==> src/rtl/message_scroller_if.sv <==
// Bundles the message-scroller control, buffer-write and display signals.
// The master drives commands and writes; the slave (the scroller) returns the window and status.
interface message_scroller_if #(
    parameter int MSG_LEN    = 16,
    parameter int NUM_DIGITS = 6,
    parameter int CHAR_W     = 5
);
    localparam int AW = $clog2(MSG_LEN);
    localparam int LW = $clog2(MSG_LEN + 1);

    logic                         tick;
    logic                         wr_en;
    logic [AW-1:0]                wr_addr;
    logic [CHAR_W-1:0]            wr_data;
    logic [LW-1:0]                msg_len;
    logic                         start;
    logic                         stop;
    logic                         pause;
    logic                         dir;
    logic [NUM_DIGITS*CHAR_W-1:0] digits;
    logic                         busy;
    logic                         wrap;
    logic                         wr_ignored;

    modport master (
        output tick, wr_en, wr_addr, wr_data, msg_len, start, stop, pause, dir,
        input  digits, busy, wrap, wr_ignored
    );

    modport slave (
        input  tick, wr_en, wr_addr, wr_data, msg_len, start, stop, pause, dir,
        output digits, busy, wrap, wr_ignored
    );
endinterface

==> src/rtl/message_scroller.sv <==
// Scrolls a NUM_DIGITS-wide window across a register-held message, one position per tick.
// The message is followed by NUM_DIGITS blanks so the text scrolls fully off before repeating.
module message_scroller #(
    parameter int                MSG_LEN    = 16,
    parameter int                NUM_DIGITS = 6,
    parameter int                CHAR_W     = 5,
    parameter logic [CHAR_W-1:0] BLANK_CODE = 5'h1F
) (
    input  logic                clk_in,
    input  logic                reset_n,
    message_scroller_if.slave   bus
);
    localparam int AW = $clog2(MSG_LEN);
    localparam int LW = $clog2(MSG_LEN + 1);
    localparam int PW = $clog2(MSG_LEN + NUM_DIGITS);
    localparam int SW = PW + 1;

    typedef enum logic [1:0] {IDLE, RUN, HOLD} state_t;

    state_t                       state, state_nx;
    logic [PW-1:0]                ptr, ptr_nx;
    logic [LW-1:0]                len_q, len_nx;
    logic [PW-1:0]                period;
    logic                         wrap_nx;
    logic                         ign_nx;
    logic                         wr_accept;
    logic [SW-1:0]                idx;
    logic [NUM_DIGITS*CHAR_W-1:0] digits_nx;
    logic [CHAR_W-1:0]            buffer [MSG_LEN];

    function automatic logic [SW-1:0] wrap_index(logic [SW-1:0] pos, logic [SW-1:0] per);
        return (pos >= per) ? pos - per : pos;
    endfunction

    assign period = PW'(len_q) + PW'(NUM_DIGITS);

    always_comb begin
        state_nx  = state;
        ptr_nx    = ptr;
        len_nx    = len_q;
        wrap_nx   = 1'b0;
        ign_nx    = 1'b0;
        wr_accept = 1'b0;
        case (state)
            IDLE: begin
                if (bus.wr_en) begin
                    if (int'(bus.wr_addr) < MSG_LEN) wr_accept = 1'b1;
                    else                             ign_nx    = 1'b1;
                end
                if (!bus.stop && bus.start && bus.msg_len != '0) begin
                    state_nx = RUN;
                    ptr_nx   = '0;
                    len_nx   = (int'(bus.msg_len) > MSG_LEN) ? LW'(MSG_LEN) : bus.msg_len;
                end
            end
            RUN, HOLD: begin
                ign_nx = bus.wr_en;
                if (bus.stop) begin
                    state_nx = IDLE;
                    ptr_nx   = '0;
                end else if (state == RUN) begin
                    if (bus.pause) begin
                        state_nx = HOLD;
                    end else if (bus.tick) begin
                        if (!bus.dir) begin
                            if (ptr == period - PW'(1)) begin
                                ptr_nx  = '0;
                                wrap_nx = 1'b1;
                            end else begin
                                ptr_nx = ptr + PW'(1);
                            end
                        end else begin
                            if (ptr == '0) begin
                                ptr_nx  = period - PW'(1);
                                wrap_nx = 1'b1;
                            end else begin
                                ptr_nx = ptr - PW'(1);
                            end
                        end
                    end
                end else if (!bus.pause) begin
                    state_nx = RUN;
                end
            end
            default: state_nx = IDLE;
        endcase
    end

    // The window is built from next-state values so digits follow ptr with no extra delay.
    always_comb begin
        idx       = '0;
        digits_nx = {NUM_DIGITS{BLANK_CODE}};
        for (int k = 0; k < NUM_DIGITS; k++) begin
            idx = wrap_index(SW'(ptr_nx) + SW'(k), SW'(len_nx) + SW'(NUM_DIGITS));
            if (state_nx != IDLE && idx < SW'(len_nx))
                digits_nx[k*CHAR_W +: CHAR_W] = buffer[idx[AW-1:0]];
        end
    end

    always_ff @(posedge clk_in or negedge reset_n) begin
        if (!reset_n) begin
            state          <= IDLE;
            ptr            <= '0;
            len_q          <= '0;
            for (int i = 0; i < MSG_LEN; i++) buffer[i] <= BLANK_CODE;
            bus.digits     <= {NUM_DIGITS{BLANK_CODE}};
            bus.busy       <= 1'b0;
            bus.wrap       <= 1'b0;
            bus.wr_ignored <= 1'b0;
        end else begin
            state          <= state_nx;
            ptr            <= ptr_nx;
            len_q          <= len_nx;
            if (wr_accept) buffer[bus.wr_addr] <= bus.wr_data;
            bus.digits     <= digits_nx;
            bus.busy       <= (state_nx != IDLE);
            bus.wrap       <= wrap_nx;
            bus.wr_ignored <= ign_nx;
        end
    end
endmodule

==> src/flat_wrapper.sv <==
// flat-port wrapper written by rule: the top's interface ports become plain ports
module message_scroller_flat 
#(
    parameter int                MSG_LEN    = 16,
    parameter int                NUM_DIGITS = 6,
    parameter int                CHAR_W     = 5,
    parameter logic [CHAR_W-1:0] BLANK_CODE = 5'h1F
)
  (clk_in, reset_n, bus_tick, bus_wr_en, bus_wr_addr, bus_wr_data, bus_msg_len, bus_start, bus_stop, bus_pause, bus_dir, bus_digits, bus_busy, bus_wrap, bus_wr_ignored);
  message_scroller_if #(.MSG_LEN(MSG_LEN), .NUM_DIGITS(NUM_DIGITS), .CHAR_W(CHAR_W)) bus_i ();
  input  logic clk_in;
  input  logic reset_n;
  input wire logic [$bits(bus_i.tick)-1:0] bus_tick;
  input wire logic [$bits(bus_i.wr_en)-1:0] bus_wr_en;
  input wire logic [$bits(bus_i.wr_addr)-1:0] bus_wr_addr;
  input wire logic [$bits(bus_i.wr_data)-1:0] bus_wr_data;
  input wire logic [$bits(bus_i.msg_len)-1:0] bus_msg_len;
  input wire logic [$bits(bus_i.start)-1:0] bus_start;
  input wire logic [$bits(bus_i.stop)-1:0] bus_stop;
  input wire logic [$bits(bus_i.pause)-1:0] bus_pause;
  input wire logic [$bits(bus_i.dir)-1:0] bus_dir;
  output wire logic [$bits(bus_i.digits)-1:0] bus_digits;
  output wire logic [$bits(bus_i.busy)-1:0] bus_busy;
  output wire logic [$bits(bus_i.wrap)-1:0] bus_wrap;
  output wire logic [$bits(bus_i.wr_ignored)-1:0] bus_wr_ignored;
  assign bus_i.tick = bus_tick;
  assign bus_i.wr_en = bus_wr_en;
  assign bus_i.wr_addr = bus_wr_addr;
  assign bus_i.wr_data = bus_wr_data;
  assign bus_i.msg_len = bus_msg_len;
  assign bus_i.start = bus_start;
  assign bus_i.stop = bus_stop;
  assign bus_i.pause = bus_pause;
  assign bus_i.dir = bus_dir;
  assign bus_digits = bus_i.digits;
  assign bus_busy = bus_i.busy;
  assign bus_wrap = bus_i.wrap;
  assign bus_wr_ignored = bus_i.wr_ignored;
  message_scroller #(.MSG_LEN(MSG_LEN), .NUM_DIGITS(NUM_DIGITS), .CHAR_W(CHAR_W), .BLANK_CODE(BLANK_CODE)) u_core (.clk_in(clk_in), .reset_n(reset_n), .bus(bus_i));
endmodule
==> config.mk <==
export PLATFORM = sky130hd
export DESIGN_NAME = message_scroller_flat
export DESIGN_NICKNAME = d
export VERILOG_FILES = /design/src/rtl/message_scroller_if.sv /design/src/rtl/message_scroller.sv /design/src/flat_wrapper.sv
export SDC_FILE = /design/constraint.sdc
export NUM_CORES = 1
export LEC_CHECK = 0
export ABC_AREA = 1
export CORE_MARGIN = 5
export CORE_UTILIZATION = 35
export CTS_BUF_LIST = sky130_fd_sc_hd__clkbuf_8
export CTS_CLUSTER_SIZE = 12
export DETAILED_ROUTE_END_ITERATION = 10
export GPL_TIMING_DRIVEN = 1
export HOLD_SLACK_MARGIN = 0.15
export PLACE_DENSITY = 0.52
export SKIP_LAST_GASP = 1
export SYNTH_ARGS = -nofsm -noshare
export SYNTH_HDL_FRONTEND = slang
export SYNTH_SLANG_ARGS = --single-unit
==> constraint.sdc <==
create_clock -name clk_in -period 4.35 [get_ports clk_in]
set_input_delay 0.435 -clock clk_in [delete_from_list [all_inputs] [get_ports clk_in]]
set_output_delay 0.435 -clock clk_in [all_outputs]
set_load 0.05 [all_outputs]
# After elaboration in Yosys (flattened, before gate mapping)

Index checks and enable logic that the tools add are counted.

Word-level logic and storage cells: 147
Register bits after elaboration: 125
Bits of input ports: 22
Output and inout port bits: 33

Equality and inequality tests: 3
$add $sub $neg: 16
$lt $le $gt $ge: 21
Reductions and logical operators: 15
Multiplexer cells: 62
Bitwise gates (word level): 7

Operators with widths:

| kind                | number |
|---|---|
| $mux 5              | 30 |
| $bmux 5 s4          | 6 |
| $bwmux 80           | 1 |
| $lt 6x5->1          | 6 |
| $mux 6              | 6 |
| $ge 5x5->1 const B  | 7 |
| $not 4->5           | 7 |
| $ge 6x6->1          | 5 |
| $sub 6x6->6         | 5 |
| $demux 5 s4         | 1 |
| $add 5x3->6 const B | 3 |
| $add 5x2->6 const B | 2 |
| $mux 1              | 11 |
| $mux 2              | 5 |
| $pmux 5 s2          | 1 |
| $sub 5x1->5 const B | 2 |
| $logic_and 1x1->1   | 9 |
| $add 5x1->6 const B | 1 |
| $ge 5x6->1          | 1 |
| $sub 5x6->6         | 1 |
| $add 5x1->5 const B | 1 |
| $add 5x3->5 const B | 1 |
| $eq 5x5->1          | 1 |
| $gt 5x5->1 const B  | 1 |
| 10 further kinds    | 10 |

# Longest topological paths before layout

Depth in word-level cells: 18
Depth in mapped cells: 34
Depth with buffers taken out: 34

# Worst setup path after synthesis

Ideal clock, no wire load.

Path kind: register to register
Start: register u_core.state[0]
End: register u_core.bus.digits[25]
Cell stages (with the launch flop): 29
Slack: -0.180 ns
Setup time: 0.081 ns
Buffers on the path: 1
Data required time: 4.269 ns
Clock period less this slack: 4.530 ns
Arrival time: 4.449 ns
Cell sequence: dfrtp_1 > inv_1 > ha_1 > inv_1 > nor2_2 > nand4_1 > inv_1 > nand2_1 > a21oi_2 > nand2_4 > a21boi_1 > ha_1 > a21oi_1 > xor2_1 > inv_1 > ha_1 > nand2_1 > inv_1 > a21boi_0 > nand3_1 > o21ai_0 > clkbuf_1 > ha_1 > nand2_1 > nand2_1 > nand2_1 > nand3_1 > a21oi_2 > nand2_1

Word-level cells in the longest chain between the ends: 12
Elaborated cells between the ends (all ways): 27
Classes of those cells: 3 x add/sub; 2 x order compare; 2 x eq/ne; 15 x mux; 1 x bitwise; 4 x reduce/logical

Ends and longest elaborated chain:

| item                                             | RTL line                                       | RTL |
|---|---|---|
| start: declaration                               | message_scroller.sv:20                         | `state_t state, state_nx;` |
| start signal: assignment                         | message_scroller.sv:111                        | `state <= state_nx;` |
| $eq 2x1->1                                       | message_scroller.sv:44, message_scroller.sv:61 |  |
| $mux 5                                           | message_scroller.sv:61                         | `end else if (state == RUN) begin` |
| $mux 5                                           | message_scroller.sv:58                         | `if (bus.stop) begin` |
| $pmux 5 s2 (*)                                   | message_scroller.sv:44                         | `case (state)` |
| named net u_core.ptr_nx[0]                       | message_scroller.sv:21                         | `logic [PW-1:0] ptr, ptr_nx;` |
| $add 5x3->6 (*)                                  | message_scroller.sv:94                         | `idx = wrap_index(SW'(ptr_nx) + SW'(k), SW'(len_nx) + SW'(NUM_DIGITS));` |
| $sub 6x6->6 / $ge 6x6->1 (equally long branches) | message_scroller.sv:32                         | `return (pos >= per) ? pos - per : pos;` |
| $mux 6 (*)                                       | message_scroller.sv:32                         |  |
| $not 4->5 (implied by the code)                  | message_scroller.sv:96                         | `digits_nx[k*CHAR_W +: CHAR_W] = buffer[idx[AW-1:0]];` |
| $bmux 5 s4                                       | message_scroller.sv:96                         |  |
| $mux 5 (implied by the code) (2 in a row)        | message_scroller.sv:96                         |  |
| $mux 5 (*)                                       | message_scroller.sv:95                         | `if (state_nx != IDLE && idx < SW'(len_nx))` |
| named net u_core.digits_nx[25]                   | message_scroller.sv:28                         | `logic [NUM_DIGITS*CHAR_W-1:0] digits_nx;` |
| end signal: assignment                           | message_scroller.sv:106                        | `bus.digits <= {NUM_DIGITS{BLANK_CODE}};` |
| end signal: assignment                           | message_scroller.sv:115                        | `bus.digits <= digits_nx;` |
| end: declaration                                 | message_scroller_if.sv:32                      | `output digits, busy, wrap, wr_ignored` |

The timed path passes the listed nets; every way through them passes the cells marked *. The select of a mux whose other input is x is not followed.
A chain may end at the register's enable or synchronous reset.

# Final worst setup path

Start: register u_core.len_q[0]
End: register u_core.bus.digits[17]

Word-level cells in the longest chain between the ends: 18
Elaborated cells between the ends (all ways): 25
Classes of those cells: 5 x add/sub; 2 x order compare; 1 x eq/ne; 15 x mux; 1 x bitwise; 1 x reduce/logical

Ends and longest elaborated chain:

| item                                             | RTL line                                       | RTL |
|---|---|---|
| start: declaration                               | message_scroller.sv:22                         | `logic [LW-1:0] len_q, len_nx;` |
| start signal: assignment                         | message_scroller.sv:113                        | `len_q <= len_nx;` |
| $add 5x3->5 (*)                                  | message_scroller.sv:35                         | `assign period = PW'(len_q) + PW'(NUM_DIGITS);` |
| $sub 5x1->5 (*)                                  | message_scroller.sv:66, message_scroller.sv:74 |  |
| $eq 5x5->1                                       | message_scroller.sv:66                         | `if (ptr == period - PW'(1)) begin` |
| $mux 5                                           | message_scroller.sv:66                         |  |
| $mux 5 (*)                                       | message_scroller.sv:65                         | `if (!bus.dir) begin` |
| $mux 5 (*)                                       | message_scroller.sv:64                         | `end else if (bus.tick) begin` |
| $mux 5 (*)                                       | message_scroller.sv:62                         | `if (bus.pause) begin` |
| $mux 5 (*)                                       | message_scroller.sv:61                         |  |
| (+2 left out)                                    | n/a                                            |  |
| named net u_core.ptr_nx[1]                       | message_scroller.sv:21                         |  |
| $add 5x2->6 (*)                                  | message_scroller.sv:94                         |  |
| $sub 6x6->6 / $ge 6x6->1 (equally long branches) | message_scroller.sv:32                         |  |
| $mux 6 (*)                                       | message_scroller.sv:32                         |  |
| $not 4->5 (implied by the code)                  | message_scroller.sv:96                         |  |
| $bmux 5 s4                                       | message_scroller.sv:96                         |  |
| $mux 5 (implied by the code) (2 in a row)        | message_scroller.sv:96                         |  |
| $mux 5 (*)                                       | message_scroller.sv:95                         |  |
| named net u_core.digits_nx[17]                   | message_scroller.sv:28                         |  |

Marked as above.

==> results by group <==
Floorplan
  • Core area: about 36000 sq um
  • Row Count: 70
  • Die H: 202 microns
  • DIE AREA: 40600 sq um
  • Starting Density: between 30% and 40%
  • Die width: around 200 microns
  • Top Ports: 55

Clocking
  • Clk sinks: around 130
  • Clock-pin slew of the registers on the worst-case setup and hold paths: approximately 0.09 ns
  • CTS tree: built
  • Worst skew pair latency: just over 0.5 ns
  • Root Buffer: clkbuf_8
  • Htree depth: 4
  • CTS Buffer Depth: 2
  • CTS Buf Count: 17

Global routing
  • Global route total overflow: 0
  • Total GRT Usage: 26.9%
  • Initial antenna violation count: 0
  • First-pass GRT wire length: 86.0 mm
  • Vias in the first global route: 14600
  • Largest net degree at the start of global routing: 66

Worst setup path
  • Crit end category: flip-flop
  • Reg-to-reg slack, setup: roughly 0.0096 ns
  • WP buf/inv: 10
  • Crit Path Max Fanout: 23
  • Worst path slowest cell: dfrtp_1
  • CP peak stage delay: approximately 0.40 ns
  • WP data required: 4.79 ns
  • CP arrival: around 4.8 ns
  • CP Class: reg2reg
  • CP startpoint kind: flip-flop
  • CP top delay family: simple AND/OR/NAND/NOR gates

Yosys
  • Most used DFF post-synth: dfstp_2
  • Largest cells by area after synthesis: dfstp_2, nand3_1, nand2_1, ha_1, inv_1
  • Post-Synthesis Cells: a little over 2000
  • Post-synthesis sequential area ratio: between 20% and 30%
  • Yosys top cell area share: between 20 and 25%
  • Synth area leader: dfstp_2
  • Number of enable flip-flop cells after synthesis: 0
  • Ys async rst share: 100%
  • Mapped cell area: about 13000 sq um
  • Syn Area/Cell: 6.35 sq um
  • Syn nets: about 2100
  • Cell variety after synth: between 40 and 50
  • Post-synthesis register bit count: 125
  • Synth Warn #: 0

Route
  • Post-Route WL: approximately 58 mm
  • Post-route ant nets: 0
  • Wirelength per Cell: roughly 20 microns
  • Remaining DRCs: 0
  • TritonRoute pass-1 iters: 6
  • Initial DRC count: between 1500 and 2000
  • Vias per cell: around 5.6
  • Via count: approximately 16000

STA
  • Fmax: 230 MHz
  • RSZ-0062 raised after global routing: yes
  • Hold Vio Cnt, Final: 0
  • Final period util: ~100%
  • Worst slew pin tran: 0.833 ns
  • Rel. slew slack: 44.5%
  • Min cycle time layout: between 4 and 5 ns
  • Max Slew Vio Count: 0
  • Clock Skews: about 0.031 ns
  • Setup-failing EPs final: 0

Status
  • Status: completed

Finish
  • Finished Cell Area: around 18000 sq um
  • Antenna cell count: 0
  • Layout Nets: 2411
  • Core Util, Final: just under 50%
  • Layout cell share with drive strength beyond 1: just over 30%
  • Area growth from synthesis to layout: 40.4%
  • Filler Cell Count: roughly 3700

Placement
  • Final HPWL from detailed placement: about 42 mm
  • Post-Place Cell Area: 15600 sq um
  • GP Congestion: 1.02
  • IO Port Bufs: 54

Hold path
  • Classification of the worst-slack hold path: in2reg

Job
  • Max_cap viols: 0
-- registers in the layout, indices dropped and copies added (netlist names) --
signal                 cells
u_core.ptr                 5
u_core.bus.digits         30
u_core.bus.busy            1
u_core.len_q               5
u_core.buffer             80
u_core.state               2
u_core.bus.wr_ignored      1
u_core.bus.wrap            1
-- cell families after synthesis --
group | Yosys count | share of synthesized area, %
buffers and inverters | 325 | 10.9
AND/OR/NAND/NOR | 1198 | 42.0
flip-flops | 125 | 25.4
adder cells (fa/ha/maj) | 71 | 7.15
XOR/XNOR | 31 | 2.17
AO/OA/AOI/OAI | 274 | 12.3
-- cell usage after synthesis, drive strengths merged (2+ instances only) --
| cell type | instances |
|---|---|
| dfrtp | 15 |
| nand2 | 596 |
| clkbuf | 41 |
| a41oi | 2 |
| inv | 220 |
| buf | 62 |
| a21oi | 41 |
| nor3 | 6 |
| or2 | 9 |
| o21bai | 4 |
| dfstp | 110 |
| nand3 | 546 |
| o211ai | 45 |
| nand4 | 6 |
| fa | 4 |
| o21ai | 172 |
| xnor2 | 14 |
| nand3b | 3 |
| a21boi | 3 |
| o21a | 4 |
| ha | 67 |
| nor2 | 31 |
| clkinv | 2 |
| xor2 | 17 |
-- through the flow --
step / instances / hold WS, ns / setup slack [ns] / TNS (ns)
6_report: 2799 / 0.480 / 0.00956 / 0
5_1_grt: 2799 / 0.511 / -0.254 / -6.18
4_1_cts: 2769 / 0.453 / -0.000950 / -0.000950
3_5_place_dp: 2699 / 0.482 / -0.526 / -11.63
3_3_place_gp: 2699 / 0.477 / -0.436 / -9.51
2_1_floorplan: 2024 / 0.139 / 0.0390 / 0
-- per-layer routing --
layer	part of all wire [%]	track usage (%)	vias up
met5	0	0	-
met4	4.8	12.6	0
met3	7.0	3.74	179
met2	47	44.8	692
met1	41	34.4	7327
li1	-	-	7355
-- tightest hold or removal path: stages --
cell and delay, ns:
clkdlybuf4s50_1 0.42, nand2_1 0.07, inv_1 0.03
-- cell usage in the layout (no fill, tap or decap), drive strengths merged --
cell | Yosys | routed
or2 | 9 | 9
o21bai | 4 | 4
a32oi | 1 | 1
ha | 67 | 67
a211oi | 1 | 1
nand3b | 3 | 3
a41oi | 2 | 2
xnor2 | 14 | 14
dfrtp | 15 | 15
dfstp | 110 | 110
bufinv | 0 | 1
a21oi | 41 | 41
a21boi | 3 | 3
nor3 | 6 | 6
clkbuf | 41 | 26
nand2 | 596 | 596
xor2 | 17 | 17
nand3 | 546 | 546
clkinvlp | 0 | 3
clkdlybuf4s50 | 0 | 53
inv | 220 | 225
buf | 62 | 315
nor2 | 31 | 31
dlygate4sd3 | 0 | 1
o21ai | 172 | 172
nand4 | 6 | 6
fa | 4 | 4
o211ai | 45 | 45
and2 | 1 | 1
clkinv | 2 | 8
a22oi | 1 | 1
o21a | 4 | 4
-- area by class of cell --
cell class	instances	area, sq um	area share (%)
Clock buffer	17	234	1.30
Inverter	222	856	4.74
Multi-Input combinational cell	1574	9320	51.6
Clock inverter	15	141	0.784
Sequential cell	125	3270	18.1
Timing Repair Buffer	378	3640	20.2
Tap cell	468	586	3.25
-- path summary, 6_finish.rpt --
kind                                               from  cells past startpoint                               to
max                           u_core.len_q[0]$_DFF_PN0_                     32  u_core.bus.digits[17]$_DFF_PN1_
min                                           bus_wr_en                      3  u_core.bus.wr_ignored$_DFF_PN0_
max reg2reg                   u_core.len_q[0]$_DFF_PN0_                     32  u_core.bus.digits[17]$_DFF_PN1_
min reg2reg                u_core.buffer[3]$_DFFE_PN1P_                      2     u_core.buffer[3]$_DFFE_PN1P_
max in group asynchronous                       reset_n                      3     u_core.buffer[0]$_DFFE_PN1P_
min in group asynchronous                       reset_n                      2        u_core.bus.wrap$_DFF_PN0_
-- repair_timing --
action,4_1_cts,5_1_grt
buffers inserted,35,22
hold buffers,1,0
hold endpoints to repair,15,0
setup endpoints to repair,30,30
gates cloned,3,9
gates resized for setup,95,188
pin swaps,50,83
Power is left out: the tool's default activity adds up to more than one toggle a clock period on the data nets, which glitch-free logic cannot reach.
==> patch 1: new RTL, same settings <==
`NUM_DIGITS` is set to 6 in 3 places; all go to 7.
--- a/src/rtl/message_scroller_if.sv
+++ b/src/rtl/message_scroller_if.sv
@@ -3,5 +3,5 @@
 interface message_scroller_if #(
     parameter int MSG_LEN    = 16,
-    parameter int NUM_DIGITS = 6,
+    parameter int NUM_DIGITS = 7,
     parameter int CHAR_W     = 5
 );
--- a/src/rtl/message_scroller.sv
+++ b/src/rtl/message_scroller.sv
@@ -3,5 +3,5 @@
 module message_scroller #(
     parameter int                MSG_LEN    = 16,
-    parameter int                NUM_DIGITS = 6,
+    parameter int                NUM_DIGITS = 7,
     parameter int                CHAR_W     = 5,
     parameter logic [CHAR_W-1:0] BLANK_CODE = 5'h1F
--- a/src/flat_wrapper.sv
+++ b/src/flat_wrapper.sv
@@ -3,5 +3,5 @@
 #(
     parameter int                MSG_LEN    = 16,
-    parameter int                NUM_DIGITS = 6,
+    parameter int                NUM_DIGITS = 7,
     parameter int                CHAR_W     = 5,
     parameter logic [CHAR_W-1:0] BLANK_CODE = 5'h1F
Interface: changed (resized bus_digits); port bits go from 55 to 60. No check against the original RTL was run, so the function may have changed too.
==> patch 1 against the unedited design <==
The run now ends with setup timing left; sequential cell count up 5; non-clock buffer count is 51 higher; routed wire length up 15%; critical path depth grew 2; setup slack lost 300 ps; global-route usage increased by 1.6 points; core utilization is 0.56 points lower; design area is 11% higher; area after synthesis is 13% higher; sequential share of layout area down 1.1 points; fmax down 6.5%; critical endpoint is now u_core.bus.digits[27]$_DFF_PN1_; largest cell class unchanged; highest routed layer unchanged.
Power is left out: the tool's default activity adds up to more than one toggle a clock period on the data nets, which glitch-free logic cannot reach.
==> patch 1: results (changes against the unedited design) <==
.. list-table::
   :header-rows: 1

   * - Metric
     - Value
   * - Run status
     - complete, but fails checks
   * - Failing checks
     - setup timing
   * - Fraction of the yosys area taken by sequential cells
     - 23.5% (-2.0 points)
   * - GRT Overall Usage
     - 28.4% (+1.6 points)
   * - Maximum number of pins on one net before global-route repair
     - 106 (+61%)
   * - Count of cells along the worst register-to-register path
     - 34 (+6.3%)
   * - Post-route clock skew
     - 38.7 ps (+7.63 ps)
   * - Final setup margin
     - -294 ps (-304 ps)
   * - Most common cell in the netlist
     - sky130_fd_sc_hd__nand3_1
   * - Relative slew margins
     - 30.5% (-14 points)
   * - Crit path max fanout
     - 5 (-78%)
   * - Cells taking the most area after synthesis
     - sky130_fd_sc_hd__nand3_1 (29%), sky130_fd_sc_hd__dfstp_2 (21%), sky130_fd_sc_hd__nand2_1 (14%), sky130_fd_sc_hd__ha_1 (6.7%), sky130_fd_sc_hd__inv_1 (4.8%)
   * - Wire length of the first global-routing pass
     - 99.4 mm (+16%)
   * - Beginning of the critical path
     - u_core.len_q[1]$_DFF_PN0_
   * - Fraction of final layout cells with drive strength greater than 1
     - 31.8% (+1.2 points)
   * - Clock Buffer Count
     - 18 (+1)
   * - DIE AREA
     - 45600 µm² (+12%)
   * - Sum of negative setup slack
     - -6100 ps (-6100 ps)
   * - Share of final layout cell area taken by non-clock buffers
     - 19.0% (-1.1 points)
   * - FF+latch count, synth
     - 130 (+4.0%)
   * - Number of gates resized after cts
     - 120 (+26%)
   * - Final setup violation count
     - 34 (+34)
   * - Number of optimization iterations in the first detailed-route pass
     - 7 (+1)
   * - Final routed wirelength across all metal layers
     - 66.1 mm (+15%)
   * - Number of global-route vias before repair
     - 16700 (+15%)
   * - Total placed instance area
     - 18200 µm² (+17%)
## patch 1: changes by cell type in the layout (fill, tap and decap cells not counted), sizes merged, moves of 11 or more
cell    delta
buf       +55
inv       -14
ha        +11
nand3    +312
o211ai    -41
o21ai     -50
nand2     -19
## patch 1: metal layers
metal | global-route usage [%] | share of wire, %
met2 | 42.8 | 44
met4 | 11.1 | 3.5
met3 | 5.93 | 9.4
met1 | 40.1 | 43
met5 | 0 | 0
## patch 1: through the flow
stage	setup slack, ps	utilization [%]	instances
after floorplan	-80.7	-	2282
after global placement	-629	44.5	3057
after detailed placement	-638	44.5	3057
after CTS	-249	47.7	3126
after global routing	-580	48.9	3143
final	-294	49.0	3144
## patch 1: critical path, delay by kind of cell (launching register included)
kind            cells  cell delay, ps
flops               1             410
xor+xnor            1             100
simple gates       17            1600
buf+inv             6             570
fa+ha+maj           4             920
compound gates      6             950
## patch 1: logic make-up after synthesis
family                   Yosys count  share of synthesized area (%)
AND/OR/NAND/NOR                 1491                           48.2
XOR/XNOR                          32                           1.94
buffers and inverters            339                           10.5
adder cells (fa/ha/maj)           82                           7.29
AO/OA/AOI/OAI                    208                           8.63
flip-flops                       130                           23.5
## patch 1: worst min path at each step
stage                                  startpoint                         endpoint  slack (ps)  depth (start not counted)
floorplan                                 reset_n        u_core.bus.busy$_DFF_PN0_         140                          0
global placement    u_core.buffer[65]$_DFFE_PN1P_    u_core.buffer[65]$_DFFE_PN1P_         480                          2
detailed placement  u_core.buffer[61]$_DFFE_PN1P_    u_core.buffer[61]$_DFFE_PN1P_         480                          2
CTS                                     bus_wr_en  u_core.bus.wr_ignored$_DFF_PN0_         400                          3
global route                            bus_wr_en  u_core.bus.wr_ignored$_DFF_PN0_         460                          3
finish                                  bus_wr_en  u_core.bus.wr_ignored$_DFF_PN0_         450                          3
==> patch 2: new RTL, same settings <==
Made on the original files. Encoding of `state_t`: now one-hot (3 bits for 3 states).
--- a/src/rtl/message_scroller.sv
+++ b/src/rtl/message_scroller.sv
@@ -16,5 +16,5 @@
     localparam int SW = PW + 1;
 
-    typedef enum logic [1:0] {IDLE, RUN, HOLD} state_t;
+    typedef enum logic [2:0] {IDLE = 3'b001, RUN = 3'b010, HOLD = 3'b100} state_t;
 
     state_t                       state, state_nx;
Formal check against the unedited RTL: no difference found for any inputs over 4 cycles, from zero or initial values and one cycle with reset_n low; so few cycles prove little.
==> patch 2 against the unedited design <==
The run now ends with setup timing left; area after synthesis is 5.8% lower; count of clock-buffer cells in the layout did not move; setup slack worse by 55 ps; clock skew is 2.5 ps higher; design area is 7.0% lower; global-route usage fell by 1.3 points; hold slack improved by 3.2 ps; sequential cell count is 1 higher; via count is 8.9% lower; routed wire length down 10%; synthesized cell count shrank 9.7%.
==> patch 2: results (changes against the unedited design) <==
.. list-table::
   :header-rows: 1

   * - Metric
     - Value
   * - Sum of negative setup slack
     - -172 ps (-172 ps)
   * - Number of optimization iterations in the first detailed-route pass
     - 6 (unchanged)
   * - Post-Syn Nets
     - 1916 (-9.5%)
   * - Post-route clock skew
     - 33.6 ps (+2.54 ps)
   * - Initial DRC Count
     - 1452 (-14%)
   * - Wire length of the first global-routing pass
     - 76.3 mm (-11%)
   * - Via density per instance
     - 5.50 (-1.1%)
   * - Leakage power figure
     - 7.59 nW
   * - Fraction of the yosys area taken by sequential cells
     - 27.2% (+1.8 points)
   * - Final setup violation count
     - 7 (+7)
   * - Final routed wirelength across all metal layers
     - 51.7 mm (-10%)
   * - Largest stage delay on the critical path
     - 430 ps (+30 ps)
   * - Fraction of final layout cells with drive strength greater than 1
     - 30.9% (+0.38 points)
   * - Maximum number of pins on one net before global-route repair
     - 80 (+21%)
   * - Final HPWL DP
     - 38.6 mm (-8.0%)
   * - Crit path arrival time
     - 4820 ps (+40 ps)
   * - RD Place Congestion
     - 0.936 (-7.8%)
   * - Number of placed instances, taps included
     - 2487 (-7.9%)
   * - Crit path max fanout
     - 6 (-74%)
   * - Number of distinct library cells after synthesis
     - 51 (+11%)
   * - Detailed-route via count
     - 14200 (-8.9%)
   * - GRT Overall Usage
     - 25.5% (-1.3 points)
   * - Number of global-route vias before repair
     - 13200 (-9.7%)
   * - Latest clock arrival within the worst-skew pair
     - approximately 520 ps
   * - Cells taking the most area after synthesis
     - sky130_fd_sc_hd__dfstp_2 (24%), sky130_fd_sc_hd__nand2_1 (13%), sky130_fd_sc_hd__nand3_1 (11%), sky130_fd_sc_hd__o21ai_0 (10%), sky130_fd_sc_hd__a21oi_1 (7.0%)
   * - Failing checks
     - setup timing
   * - Final setup margin
     - -45.2 ps (-54.7 ps)
   * - Run status
     - complete, but fails checks
   * - Relative slew margins
     - 47.5% (+3.1 points)
   * - Total placed instance area
     - 14900 µm² (-4.6%)
   * - Most frequent cells after synthesis
     - sky130_fd_sc_hd__nand2_1 (407), sky130_fd_sc_hd__nand3_1 (265), sky130_fd_sc_hd__o21ai_0 (248), sky130_fd_sc_hd__inv_1 (198), sky130_fd_sc_hd__a21oi_1 (169)
   * - Per-instance average area after synthesis
     - 6.62 µm² (+4.3%)
   * - Number of nets in the finished design
     - 2196 (-8.9%)
[patch 2: cell count changes after synthesis, moves of 7 or more]
cell,delta
sky130_fd_sc_hd__nand3_1,-275
sky130_fd_sc_hd__nand2_1,-175
sky130_fd_sc_hd__a21oi_1,+134
sky130_fd_sc_hd__o21ai_0,+109
sky130_fd_sc_hd__o211ai_1,+17
sky130_fd_sc_hd__nor2_1,+13
sky130_fd_sc_hd__inv_1,-12
sky130_fd_sc_hd__o21ai_1,-10
sky130_fd_sc_hd__buf_4,-7
[patch 2: area by class of cell]
cell class	instances	area [µm²]
timing repair buffer	352	3240
tap	455	569
sequential	126	3290
clock inverter	15	198
multi-input combinational	1396	8420
clock buffer	17	234
inverter	215	817
fill	3459	17600
[patch 2: per-layer routing]
| layer | GRT usage (%) | share of wire [%] | vias up | routed length [µm] |
|---|---|---|---|---|
| li1 | - | - | 6792 | - |
| met1 | 32.9 | 42 | 6673 | 21700 |
| met2 | 43.5 | 48 | 561 | 24700 |
| met3 | 2.85 | 5.7 | 137 | 2970 |
| met4 | 10.7 | 4.4 | 0 | 2270 |
| met5 | 0 | 0 | - | 0 |
[patch 2: worst min-delay path: stages]
cell	delay [ps]
sky130_fd_sc_hd__clkdlybuf4s50_1	430
sky130_fd_sc_hd__inv_1	60
sky130_fd_sc_hd__nor2_1	40
[patch 2: kinds of logic after synthesis]
kind of cell | Yosys count | share of synthesized area, %
AOI/OAI and AO/OA | 538 | 24.8
adders and majority gates | 66 | 7.08
xor gates and xnor gates | 27 | 2.08
and+or+nand+nor | 765 | 28.3
DFF | 126 | 27.2
buffers and inverters | 306 | 10.6
[patch 2: worst paths after layout]
path | depth (start not counted) | to | start | slack (ps)
max in group asynchronous | 3 | u_core.bus.digits[16]$_DFF_PN1_ | reset_n | 2880
setup / recovery | 30 | u_core.bus.digits[5]$_DFF_PN1_ | u_core.len_q[0]$_DFF_PN0_ | -50
min in group asynchronous | 2 | u_core.bus.wrap$_DFF_PN0_ | reset_n | 520
hold / removal | 3 | u_core.bus.wr_ignored$_DFF_PN0_ | bus_wr_en | 480
setup reg to reg | 30 | u_core.bus.digits[5]$_DFF_PN1_ | u_core.len_q[0]$_DFF_PN0_ | -50
hold reg to reg | 2 | u_core.buffer[32]$_DFFE_PN1P_ | u_core.buffer[32]$_DFFE_PN1P_ | 510
[patch 2: report_power, final]
group          total, mW  internal, mW  switching (mW)
clock               1.16         0.620           0.542
sequential          1.99          1.62           0.364
combinational       5.27          2.14            3.13
total               8.42          4.38            4.04
[patch 2: timing repair]
action	4_1_cts	5_1_grt
setup endpoints to repair	26	30
resized for setup	57	132
hold buffers	1	0
buffers inserted	15	31
pin swaps	36	72
cloned	0	11
endpoints found under the hold margin	15	0
